**src/rtl/nic_if.sv**
```systemverilog
// Bundle of CPU memory-mapped port and router local-port signals seen by the NIC.
// The NIC takes the slave modport; the CPU/router side takes master.
interface nic_if #(
  parameter int unsigned DATA_WIDTH = 64
);
  logic [0:1]            nicAddr;
  logic [0:DATA_WIDTH-1] nicDataIn;
  logic [0:DATA_WIDTH-1] nicDataOut;
  logic                  nicEn;
  logic                  nicWrEn;

  logic                  net_so;
  logic                  net_ro;
  logic [0:DATA_WIDTH-1] net_do;
  logic                  net_si;
  logic                  net_ri;
  logic [0:DATA_WIDTH-1] net_di;

  modport slave (
    input  nicAddr, nicDataIn, nicEn, nicWrEn, net_ro, net_si, net_di,
    output nicDataOut, net_so, net_do, net_ri
  );

  modport master (
    output nicAddr, nicDataIn, nicEn, nicWrEn, net_ro, net_si, net_di,
    input  nicDataOut, net_so, net_do, net_ri
  );
endinterface

```
**src/rtl/nic.sv**
```systemverilog
// Single-packet NIC: one output buffer (CPU to router) and one input buffer
// (router to CPU), each with a full flag visible to the CPU.
module nic #(
  parameter int unsigned DATA_WIDTH = 64
) (
  input logic   clk,
  input logic   reset,
  nic_if.slave  bus
);

  localparam logic [0:1] AddrOutBuf  = 2'b00;
  localparam logic [0:1] AddrOutStat = 2'b01;
  localparam logic [0:1] AddrInBuf   = 2'b10;
  localparam logic [0:1] AddrInStat  = 2'b11;

  logic [0:DATA_WIDTH-1] out_buf_q, out_buf_d;
  logic [0:DATA_WIDTH-1] in_buf_q, in_buf_d;
  logic                  out_full_q, out_full_d;
  logic                  in_full_q, in_full_d;
  logic [0:DATA_WIDTH-1] data_out_q, data_out_d;
  logic                  net_so_q, net_so_d;
  logic [0:DATA_WIDTH-1] net_do_q, net_do_d;

  logic cpu_wr, cpu_rd, inject, eject;

  always_comb begin
    cpu_wr = bus.nicEn & bus.nicWrEn;
    cpu_rd = bus.nicEn & ~bus.nicWrEn;
    inject = out_full_q & bus.net_ro;
    // A packet arriving while full is a router fault; it is simply ignored.
    eject  = bus.net_si & ~in_full_q;
  end

  // Output channel: a write while full is dropped, even on the injection edge.
  always_comb begin
    out_buf_d  = out_buf_q;
    out_full_d = out_full_q;
    net_so_d   = 1'b0;
    net_do_d   = net_do_q;
    if (inject) begin
      out_full_d = 1'b0;
      net_so_d   = 1'b1;
      net_do_d   = out_buf_q;
    end else if (cpu_wr && bus.nicAddr == AddrOutBuf && !out_full_q) begin
      out_buf_d  = bus.nicDataIn;
      out_full_d = 1'b1;
    end
  end

  // Input channel: eject needs empty, the clearing read needs full, so they never collide.
  always_comb begin
    in_buf_d  = in_buf_q;
    in_full_d = in_full_q;
    if (eject) begin
      in_buf_d  = bus.net_di;
      in_full_d = 1'b1;
    end else if (cpu_rd && bus.nicAddr == AddrInBuf && in_full_q) begin
      in_full_d = 1'b0;
    end
  end

  // CPU read data: status reads return the pre-edge flag value.
  always_comb begin
    data_out_d = data_out_q;
    if (cpu_rd) begin
      unique case (bus.nicAddr)
        AddrOutBuf:  data_out_d = out_buf_q;
        AddrOutStat: data_out_d = {{(DATA_WIDTH-1){1'b0}}, out_full_q};
        AddrInBuf:   data_out_d = in_buf_q;
        AddrInStat:  data_out_d = {{(DATA_WIDTH-1){1'b0}}, in_full_q};
        default:     data_out_d = data_out_q;
      endcase
    end
  end

  always_ff @(posedge clk) begin
    if (reset) begin
      out_buf_q  <= '0;
      in_buf_q   <= '0;
      out_full_q <= 1'b0;
      in_full_q  <= 1'b0;
      data_out_q <= '0;
      net_so_q   <= 1'b0;
      net_do_q   <= '0;
    end else begin
      out_buf_q  <= out_buf_d;
      in_buf_q   <= in_buf_d;
      out_full_q <= out_full_d;
      in_full_q  <= in_full_d;
      data_out_q <= data_out_d;
      net_so_q   <= net_so_d;
      net_do_q   <= net_do_d;
    end
  end

  assign bus.nicDataOut = data_out_q;
  assign bus.net_so     = net_so_q;
  assign bus.net_do     = net_do_q;
  assign bus.net_ri     = ~in_full_q;

endmodule

```
**src/flat_wrapper.sv**
```systemverilog
// flat-port wrapper written by rule: the top's interface ports become plain ports
module nic_flat 
#(
  parameter int unsigned DATA_WIDTH = 64
)
  (clk, reset, bus_nicAddr, bus_nicDataIn, bus_nicEn, bus_nicWrEn, bus_net_ro, bus_net_si, bus_net_di, bus_nicDataOut, bus_net_so, bus_net_do, bus_net_ri);
  nic_if #(.DATA_WIDTH(DATA_WIDTH)) bus_i ();
  input logic clk;
  input logic reset;
  input wire logic [$bits(bus_i.nicAddr)-1:0] bus_nicAddr;
  input wire logic [$bits(bus_i.nicDataIn)-1:0] bus_nicDataIn;
  input wire logic [$bits(bus_i.nicEn)-1:0] bus_nicEn;
  input wire logic [$bits(bus_i.nicWrEn)-1:0] bus_nicWrEn;
  input wire logic [$bits(bus_i.net_ro)-1:0] bus_net_ro;
  input wire logic [$bits(bus_i.net_si)-1:0] bus_net_si;
  input wire logic [$bits(bus_i.net_di)-1:0] bus_net_di;
  output wire logic [$bits(bus_i.nicDataOut)-1:0] bus_nicDataOut;
  output wire logic [$bits(bus_i.net_so)-1:0] bus_net_so;
  output wire logic [$bits(bus_i.net_do)-1:0] bus_net_do;
  output wire logic [$bits(bus_i.net_ri)-1:0] bus_net_ri;
  assign bus_i.nicAddr = bus_nicAddr;
  assign bus_i.nicDataIn = bus_nicDataIn;
  assign bus_i.nicEn = bus_nicEn;
  assign bus_i.nicWrEn = bus_nicWrEn;
  assign bus_i.net_ro = bus_net_ro;
  assign bus_i.net_si = bus_net_si;
  assign bus_i.net_di = bus_net_di;
  assign bus_nicDataOut = bus_i.nicDataOut;
  assign bus_net_so = bus_i.net_so;
  assign bus_net_do = bus_i.net_do;
  assign bus_net_ri = bus_i.net_ri;
  nic #(.DATA_WIDTH(DATA_WIDTH)) u_core (.clk(clk), .reset(reset), .bus(bus_i));
endmodule
```
**config.mk**
```make
export PLATFORM = sky130hd
export DESIGN_NAME = nic_flat
export DESIGN_NICKNAME = d
export VERILOG_FILES = /design/src/rtl/nic_if.sv /design/src/rtl/nic.sv /design/src/flat_wrapper.sv
export SDC_FILE = /design/constraint.sdc
export NUM_CORES = 1
export LEC_CHECK = 0
export BUFFER_PORTS_ARGS = -buffer_cell sky130_fd_sc_hd__buf_2
export CELL_PAD_IN_SITES_DETAIL_PLACEMENT = 0
export CELL_PAD_IN_SITES_GLOBAL_PLACEMENT = 1
export CORE_ASPECT_RATIO = 0.5
export CORE_MARGIN = 2
export CORE_UTILIZATION = 40
export CTS_CLUSTER_DIAMETER = 60
export DETAILED_ROUTE_END_ITERATION = 6
export PLACE_DENSITY = 0.78
export SLEW_MARGIN = 20
export SYNTH_ARGS = -nofsm -noshare
export SYNTH_HDL_FRONTEND = slang
export SYNTH_SLANG_ARGS = --single-unit
```
**constraint.sdc**
```tcl
create_clock -name clk -period 1.67 [get_ports clk]
set_input_delay 0.167 -clock clk [delete_from_list [all_inputs] [get_ports clk]]
set_output_delay 0.167 -clock clk [all_outputs]
set_load 0.01 [all_outputs]
```
Yosys cells after proc, flatten, opt, wreduce, memory -nomap -nowiden
Cells that the tools add are included.
{ "classes": {"n_eq_ne": 3, "n_reduce_logical": 9, "muxes": 4, "n_shift": 0, "n_div": 0, "mul": 0, "add_sub_neg": 0, "n_lt_le_gt_ge": 0, "n_bitwise": 7} }
{ "op_table": {"columns": ["op", "n"], "rows": [
  ["one-hot mux 64 bit (4 select lines)", 1],
  ["AND 1 bit", 4],
  ["equality test 2 bit, second input constant", 2],
  ["logical AND 1 bit", 4],
  ["2-to-1 mux 1 bit", 3],
  ["inverter 1 bit", 3],
  ["equality test 2 x 1 -> 1 bit, second input constant", 1],
  ["logical NOT 2 bit", 1],
  ["AND reduction 2 bit", 1],
  ["nonzero test 2 bit", 1],
  ["OR reduction 2 bit", 1],
  ["logical NOT 1 bit", 1]
]} }
{ "totals": {"reg_bits": 259, "mem_bits_rw": 0, "wordCells": 30, "input_bits": 136, "memories": 0, "mem_bits_ro": 0, "latchBits": 0} }

Depth between registers and ports, before layout
Gate-level depths: netlist of the first run.
{ "logic_depth": {"ltp_word": 6, "ltp_mapped": 5, "ltp_nobuf": 3} }

Worst setup path after synthesis of the first run
No wires, ideal clock.
{ "synth_path": {"kind": "register to register", "from": "reg u_core.out_full_q", "to": "reg u_core.out_buf_q[10] in the netlist's numbering", "arrival_ns": 1.231, "path_buffers": 2, "path_slack_ns": 0.367, "path_stages_with_launch": 5, "period_less_slack_ns": 1.303, "cell_sequence": "dfxtp_1 nor4_1 buf_4 buf_4 mux2i_1"} }
{ "synth_via": {"elab_chain_cells": 3, "elab_cells_between_ends": 5, "cone_classes": "2 x bitwise; 3 x reduce/logical"} }
{ "synth_lines": {"columns": ["item", "line_no", "source"], "rows": [
  ["from (decl)", "nic.sv:18", "logic out_full_q, out_full_d;"],
  ["from (signal assigned)", "nic.sv:88", "out_full_q <= out_full_d;"],
  ["AND 1 bit / logical NOT 1 bit (equally long branches)", "nic.sv:29, nic.sv:44", null],
  ["inverter 1 bit (no line) / logical AND 1 bit (equally long branches)", null, null],
  ["AND reduction 2 bit (no line) *", null, null],
  ["to (signal assigned)", "nic.sv:86", "out_buf_q <= out_buf_d;"],
  ["to (decl)", "nic.sv:16", "logic [0:DATA_WIDTH-1] out_buf_q, out_buf_d;"]
]} }
Every way passes the cells marked *; elsewhere a longest branch is shown, timed or not.
A chain may end at the register's enable or synchronous reset.

Worst setup path in the final report of the first run
{ "layout_path": {"from": "reg u_core.out_full_q", "to": "reg u_core.net_do_q (netlist bit u_core.bus.net_do[29])"} }
{ "layout_via": {"elab_chain_cells": 1} }
{ "layout_lines": {"columns": ["item", "line_no", "source"], "rows": [
  ["AND 1 bit", "nic.sv:29", "inject = out_full_q & bus.net_ro;"],
  ["to (signal assigned)", "nic.sv:92", "net_do_q <= net_do_d;"],
  ["to (decl)", "nic.sv:22", "logic [0:DATA_WIDTH-1] net_do_q, net_do_d;"]
]} }
No other way between the ends.

==> results of run 1 <==
[cell usage after synthesis]
cell	n	area, sq um
dfxtp_1	259	5180
nand2_1	130	488
nand2b_1	129	807
a21oi_1	65	325
mux2i_1	65	651
a22o_1	64	561
a221o_1	63	631
nor3b_1	63	473
clkbuf_1	32	120
buf_1	22	82.6
buf_6	12	135
buf_2	11	55.1
buf_4	7	52.6
nor2_1	3	11.3
nor2b_1	2	12.5
a311oi_1	1	8.76
and3b_1	1	8.76
inv_1	1	3.75
mux4_2	1	22.5
nor2b_2	1	8.76
nor4_1	1	6.26
nor4b_4	1	23.8
o21a_1	1	7.51
[per-stage QoR]
stage          utilization  hold slack (ns)  setup WS, ns  area [sq um]  power [uW]
6_report             0.562            0.108         0.108         13400       13000
5_1_grt              0.562            0.137        0.0264         13400       13500
4_1_cts              0.562           0.0845         0.122         13400       13100
3_5_place_dp         0.475            0.414         0.144         11300        7390
3_3_place_gp         0.475            0.407         0.182         11300        7370
2_1_floorplan            -            0.303         0.367          9680        6990
[critical path, delay by kind of cell, from the launching register on]
kind / cells / cell delay [ns]
buffers and inverters: 1 / 0.26
AND/OR/NAND/NOR: 2 / 0.64
flip-flops: 1 / 0.42
AO/OA/AOI/OAI: 1 / 0.15
[cell type report]
type                            instances  area, sq um
Clock buffer                           31          678
Clock inverter                         12         96.3
Fill cell                            2060        10500
Inverter                                1         3.75
Multi-Input combinational cell        591         4090
Sequential cell                       259         5180
Tap cell                              315          394
Timing Repair Buffer                  421         2970
[flip-flops by register name, indices dropped and copies added (netlist names)]
signal and cells:
u_core.bus.nicDataOut 64, u_core.in_full_q 1, u_core.in_buf_q 64, u_core.out_buf_q 64
u_core.bus.net_do 64, u_core.bus.net_so 1, u_core.out_full_q 1
[power breakdown]
group	switching [uW]	internal, uW	leakage [uW]
Sequential	88.2	6310	0.00210
Combinational	525	560	0.00315
Clock	2430	3040	0.000393
[logic make-up (layout without fill, tap and decap cells)]
logic type	after synthesis	in the layout	share of synthesized area
flip-flops	259	259	0.536
multiplexers	66	66	0.0695
AO/OA/AOI/OAI	194	194	0.158
buffers and inverters	85	465	0.0464
AND/OR/NAND/NOR	331	331	0.190
[per-layer routing]
| metal | GRT usage | share of wire | wire length, um |
|---|---|---|---|
| met5 | 0 | 0 | 0 |
| met4 | 0.0698 | 0.027 | 776 |
| met3 | 0.0381 | 0.045 | 1310 |
| met2 | 0.383 | 0.48 | 13900 |
| met1 | 0.281 | 0.45 | 13000 |
[path summary, 6_finish.rpt]
path	slack, ns	start	end	cells past startpoint
worst max-delay path	0.11	u_core.out_full_q$_SDFFE_PP0P_	u_core.bus.net_do[29]$_SDFFE_PP0P_	4
worst min-delay path	0.11	bus_nicAddr[0]	u_core.in_full_q$_SDFFE_PP0P_	3
worst max register to register	0.11	u_core.out_full_q$_SDFFE_PP0P_	u_core.bus.net_do[29]$_SDFFE_PP0P_	4
worst min register to register	0.46	u_core.in_buf_q[44]$_SDFFE_PP0P_	u_core.in_buf_q[44]$_SDFFE_PP0P_	2
[repair_timing]
item	4_1_cts	5_1_grt
setup endpoints to repair	0	0
endpoints found under the hold margin	129	0
hold buffers	130	0
setup buffers	0	0
==> flow_metrics.tcl, run 1 <==
set metrics [dict create \
    max_cap_violations 0 \
    cts_max_level 1 \
    placed_cells 1457 \
    syn_nets 1071 \
    syn_inst 935 \
    clock_latency_ns 0.52 \
    power_leakage_uw 0.00565 \
    place_congestion 0.773 \
    setup_tns_ns 0 \
    cellPowerDensity_nw_per_um2 966 \
    min_path_type "in2reg" \
    layout_common_cells "264 x buf_2, 259 x dfxtp_1, 130 x nand2_1, 130 x dlygate4sd3_1, 128 x nand2b_1" \
    finalSetupViolations 0 \
    rsz0062_at_grt "no" \
    io_pins 266 \
    grt_pass1_vias 8486 \
    final_common_cell "buf_2" \
    ctsLongestPathBuffers 3 \
    ant_nets 0 \
    setup.worst_path.class "reg2reg" \
    layoutNonFillerInstCount 1630 \
    start_kind "register" \
    nets 1434 \
    grt-ovfl-total 0 \
    cts_buffers 24 \
    arrival_ns 2.03 \
    port_buffers 265 \
    grt_max_degree 81 \
    maxSlewViolCount 0 \
    critical-path-slowest-cell "nor2_4" \
    irDropWorstVdd_uv 575 \
    num_antenna_cells 0 \
    fin_crit_ns 1.56 \
    coreArea_sq_um 23900 \
    max_stage_delay_ns 0.52 \
    clock-sinks 259 \
    routed_wl_um 29000 \
    grtUsageTotal 0.220 \
    avgViaCountPerCell 5.13 \
    synth_area_per_cell_sq_um 10.4 \
    finalHoldViolations 0 \
    worstMarginPinSlew_ns 0.661 \
    floorplan.rows 40 \
    ys_types 23 \
    slew_headroom 0.559 \
    initial_core_util 0.405 \
    syn_to_final_growth_pct 38.5 \
    skew_ns 0.0188 \
    fp.dieW_um 224 \
    syn-cell-area_sq_um 9680 \
    ys_seq_area_frac 0.536 \
    drt_iter0_markers 611 \
    route.vias.total 8355 \
    status "complete, no violations" \
    grt_pass1_wl_um 45000 \
    drive_above_1_share 0.259 \
    dp_hpwl_um 17800 \
    cts-root-buf "clkbuf_16" \
    ys_ff_latch 259 \
    wire_per_inst_um 17.8 \
    crit_path_max_fanout 24 \
    cts_resized 0 \
    fmax_mhz 640 \
    cts_tree "yes" \
    finalCritPeriodShare 0.935 \
    synth_warnings 0 \
    required_ns 2.13 \
    first_pass_iters 5 \
    route.detailed.drc 0 \
    antenna_found_initial 0 \
    clk_pin_slew_ns 0.07 \
    crit_chain "nand2_1, nor2_4, buf_12, a22o_1" \
    dieArea_sq_um 25500 \
    endpoint_kind "register" \
    die_height_um 114 \
]
Power figures use the tool's default switching activity.
==> run 2, diff against run 1 <==
- CORE_UTILIZATION: 40 -> 43
- PLACE_DENSITY: 0.78 -> 0.83
- clock period: 1.67 -> 1.8 ns (I/O delays scaled with it)
==> flow_metrics.tcl, run 2 (same netlist as run 1, synthesis figures left out) <==
set metrics [dict create \
    status "complete, no violations" \
    nets 1430 \
    min_path_type "in2reg" \
    drive_above_1_share 0.253 \
    avgViaCountPerCell 5.14 \
    num_antenna_cells 0 \
    first_pass_iters 7 \
    required_ns 2.21 \
    min_to "u_core.in_full_q$_SDFFE_PP0P_" \
    max_cap_violations 0 \
    finalCritPeriodShare 0.853 \
    fin_total_pwr_uw 11800 \
    place_congestion 0.771 \
    port_buffers 265 \
    reg2regPathDepth 3 \
    p_comb_frac 0.083 \
    holdWs_ns 0.0904 \
    postLayoutCoreUtil 0.608 \
    skew_ns 0.0142 \
    antenna_found_initial 0 \
    layout_common_cells "264 x buf_2, 259 x dfxtp_1, 130 x nand2_1, 130 x dlygate4sd3_1, 128 x nand2b_1" \
    coreArea_sq_um 21900 \
    dieArea_sq_um 23800 \
    ctsLongestPathBuffers 3 \
    grt_use_met2 0.399 \
    cts_buffers 23 \
    maxSlewViolCount 0 \
    io_pins 266 \
    die_height_um 110 \
    floorplan.rows 38 \
    reg2reg_slack_ns 0.27 \
    ant_nets 0 \
    rsz0062_at_grt "no" \
    grt_max_degree 108 \
    routed_wl_um 28100 \
    route.vias.total 8274 \
    grt_pass1_vias 8425 \
    wire_per_inst_um 17.4 \
    syn_to_final_growth_pct 37.4 \
    arrival_ns 1.94 \
    layoutNonFillerInstCount 1611 \
    clock-sinks 259 \
    grt_pass1_wl_um 43500 \
    p_switching_uw 2730 \
    clk_pin_slew_ns 0.07 \
    placed_cells 1439 \
    drt_iter0_markers 615 \
    postCtsSetupRepairBufs 0 \
    dp_hpwl_um 17500 \
    grt-ovfl-total 0 \
    use_met1 0.287 \
    cts-root-buf "clkbuf_16" \
    final_common_cell "buf_2" \
    finalSetupViolations 0 \
    slew_headroom 0.624 \
    cts_resized 0 \
    cts_max_level 1 \
    clock_latency_ns 0.52 \
    setup.worst_path.class "in2reg" \
    cellPowerDensity_nw_per_um2 890 \
    worstMarginPinSlew_ns 0.564 \
    cts_tree "yes" \
    fp.dieW_um 216 \
    pwr-share-clk 0.415 \
    seqPwrFrac 0.502 \
    timing.rr.start "u_core.out_full_q$_SDFFE_PP0P_" \
    worstHoldStart "bus_nicAddr[0]" \
    p_int_uw 9100 \
    setup_tns_ns 0 \
    gr-usage-met3 0.0439 \
    finalHoldViolations 0 \
    irDropWorstVdd_uv 562 \
    fin_crit_ns 1.54 \
    power_leakage_uw 0.00559 \
    fmax_mhz 651 \
    hold_depth 3 \
    route.detailed.drc 0 \
    top_usage_layer "met2" \
    start_kind "input port" \
    endpoint_kind "register" \
    grtUsageTotal 0.228 \
    initial_core_util 0.443 \
    holdBufCountCts 130 \
    crit_path_max_fanout 62 \
    r2r-end "u_core.out_buf_q[47]$_SDFFE_PP0P_" \
    p_sw_frac 0.231 \
]
[run 2: cell count changes in the layout (fill, tap and decap cells not counted), sizes merged]
cell and change:
buf -3, clkbuf +4, clkinv -7, clkinvlp +1, inv +1
[run 2: critical path, cell delays in order]
cell,delay (ns)
dlygate4sd3_1,0.57
buf_6,0.24
buf_4,0.51
nor3b_1,0.12
a221o_1,0.28
[run 2: layout make-up]
cell class	instances	area, sq um
Sequential cell	259	5180
Clock buffer	35	671
Inverter	1	3.75
Clock inverter	7	70.1
Fill cell	1849	8570
Tap cell	300	375
Multi-Input combinational cell	591	4090
Timing Repair Buffer	418	2910
[run 2: per-stage QoR]
step / cell area (sq um) / setup WS [ns]
after floorplan: 9680 / 0.497
after global placement: 11300 / 0.346
after detailed placement: 11300 / 0.269
after CTS: 13300 / 0.245
after global routing: 13300 / 0.174
final: 13300 / 0.264
[run 2: routing by layer]
metal | routed length (um) | part of all wire
met5 | 0 | 0
met4 | 677 | 0.024
met3 | 1290 | 0.046
met2 | 13600 | 0.49
met1 | 12500 | 0.44
[run 2: worst max-delay path by stage]
| stage | from | end | cells after the start |
|---|---|---|---|
| 2_1_floorplan | u_core.out_full_q$_SDFFE_PP0P_ | u_core.out_buf_q[10]$_SDFFE_PP0P_ | 4 |
| 3_3_place_gp | u_core.out_full_q$_SDFFE_PP0P_ | u_core.out_buf_q[24]$_SDFFE_PP0P_ | 4 |
| 3_5_place_dp | u_core.out_full_q$_SDFFE_PP0P_ | u_core.out_buf_q[47]$_SDFFE_PP0P_ | 3 |
| 4_1_cts | u_core.out_full_q$_SDFFE_PP0P_ | u_core.out_buf_q[47]$_SDFFE_PP0P_ | 3 |
| 5_1_grt | reset | u_core.bus.nicDataOut[49]$_SDFFE_PP0P_ | 5 |
| 6_report | reset | u_core.bus.nicDataOut[57]$_SDFFE_PP0P_ | 5 |
[run 2: power by group through the flow]
stage | combinational, uW | sequential [uW] | clock, uW
2_1_floorplan | 431 | 6050 | 0
3_3_place_gp | 749 | 6060 | 0
3_5_place_dp | 765 | 6070 | 0
4_1_cts | 986 | 5940 | 5030
5_1_grt | 1080 | 5950 | 5250
6_report | 986 | 5940 | 4910
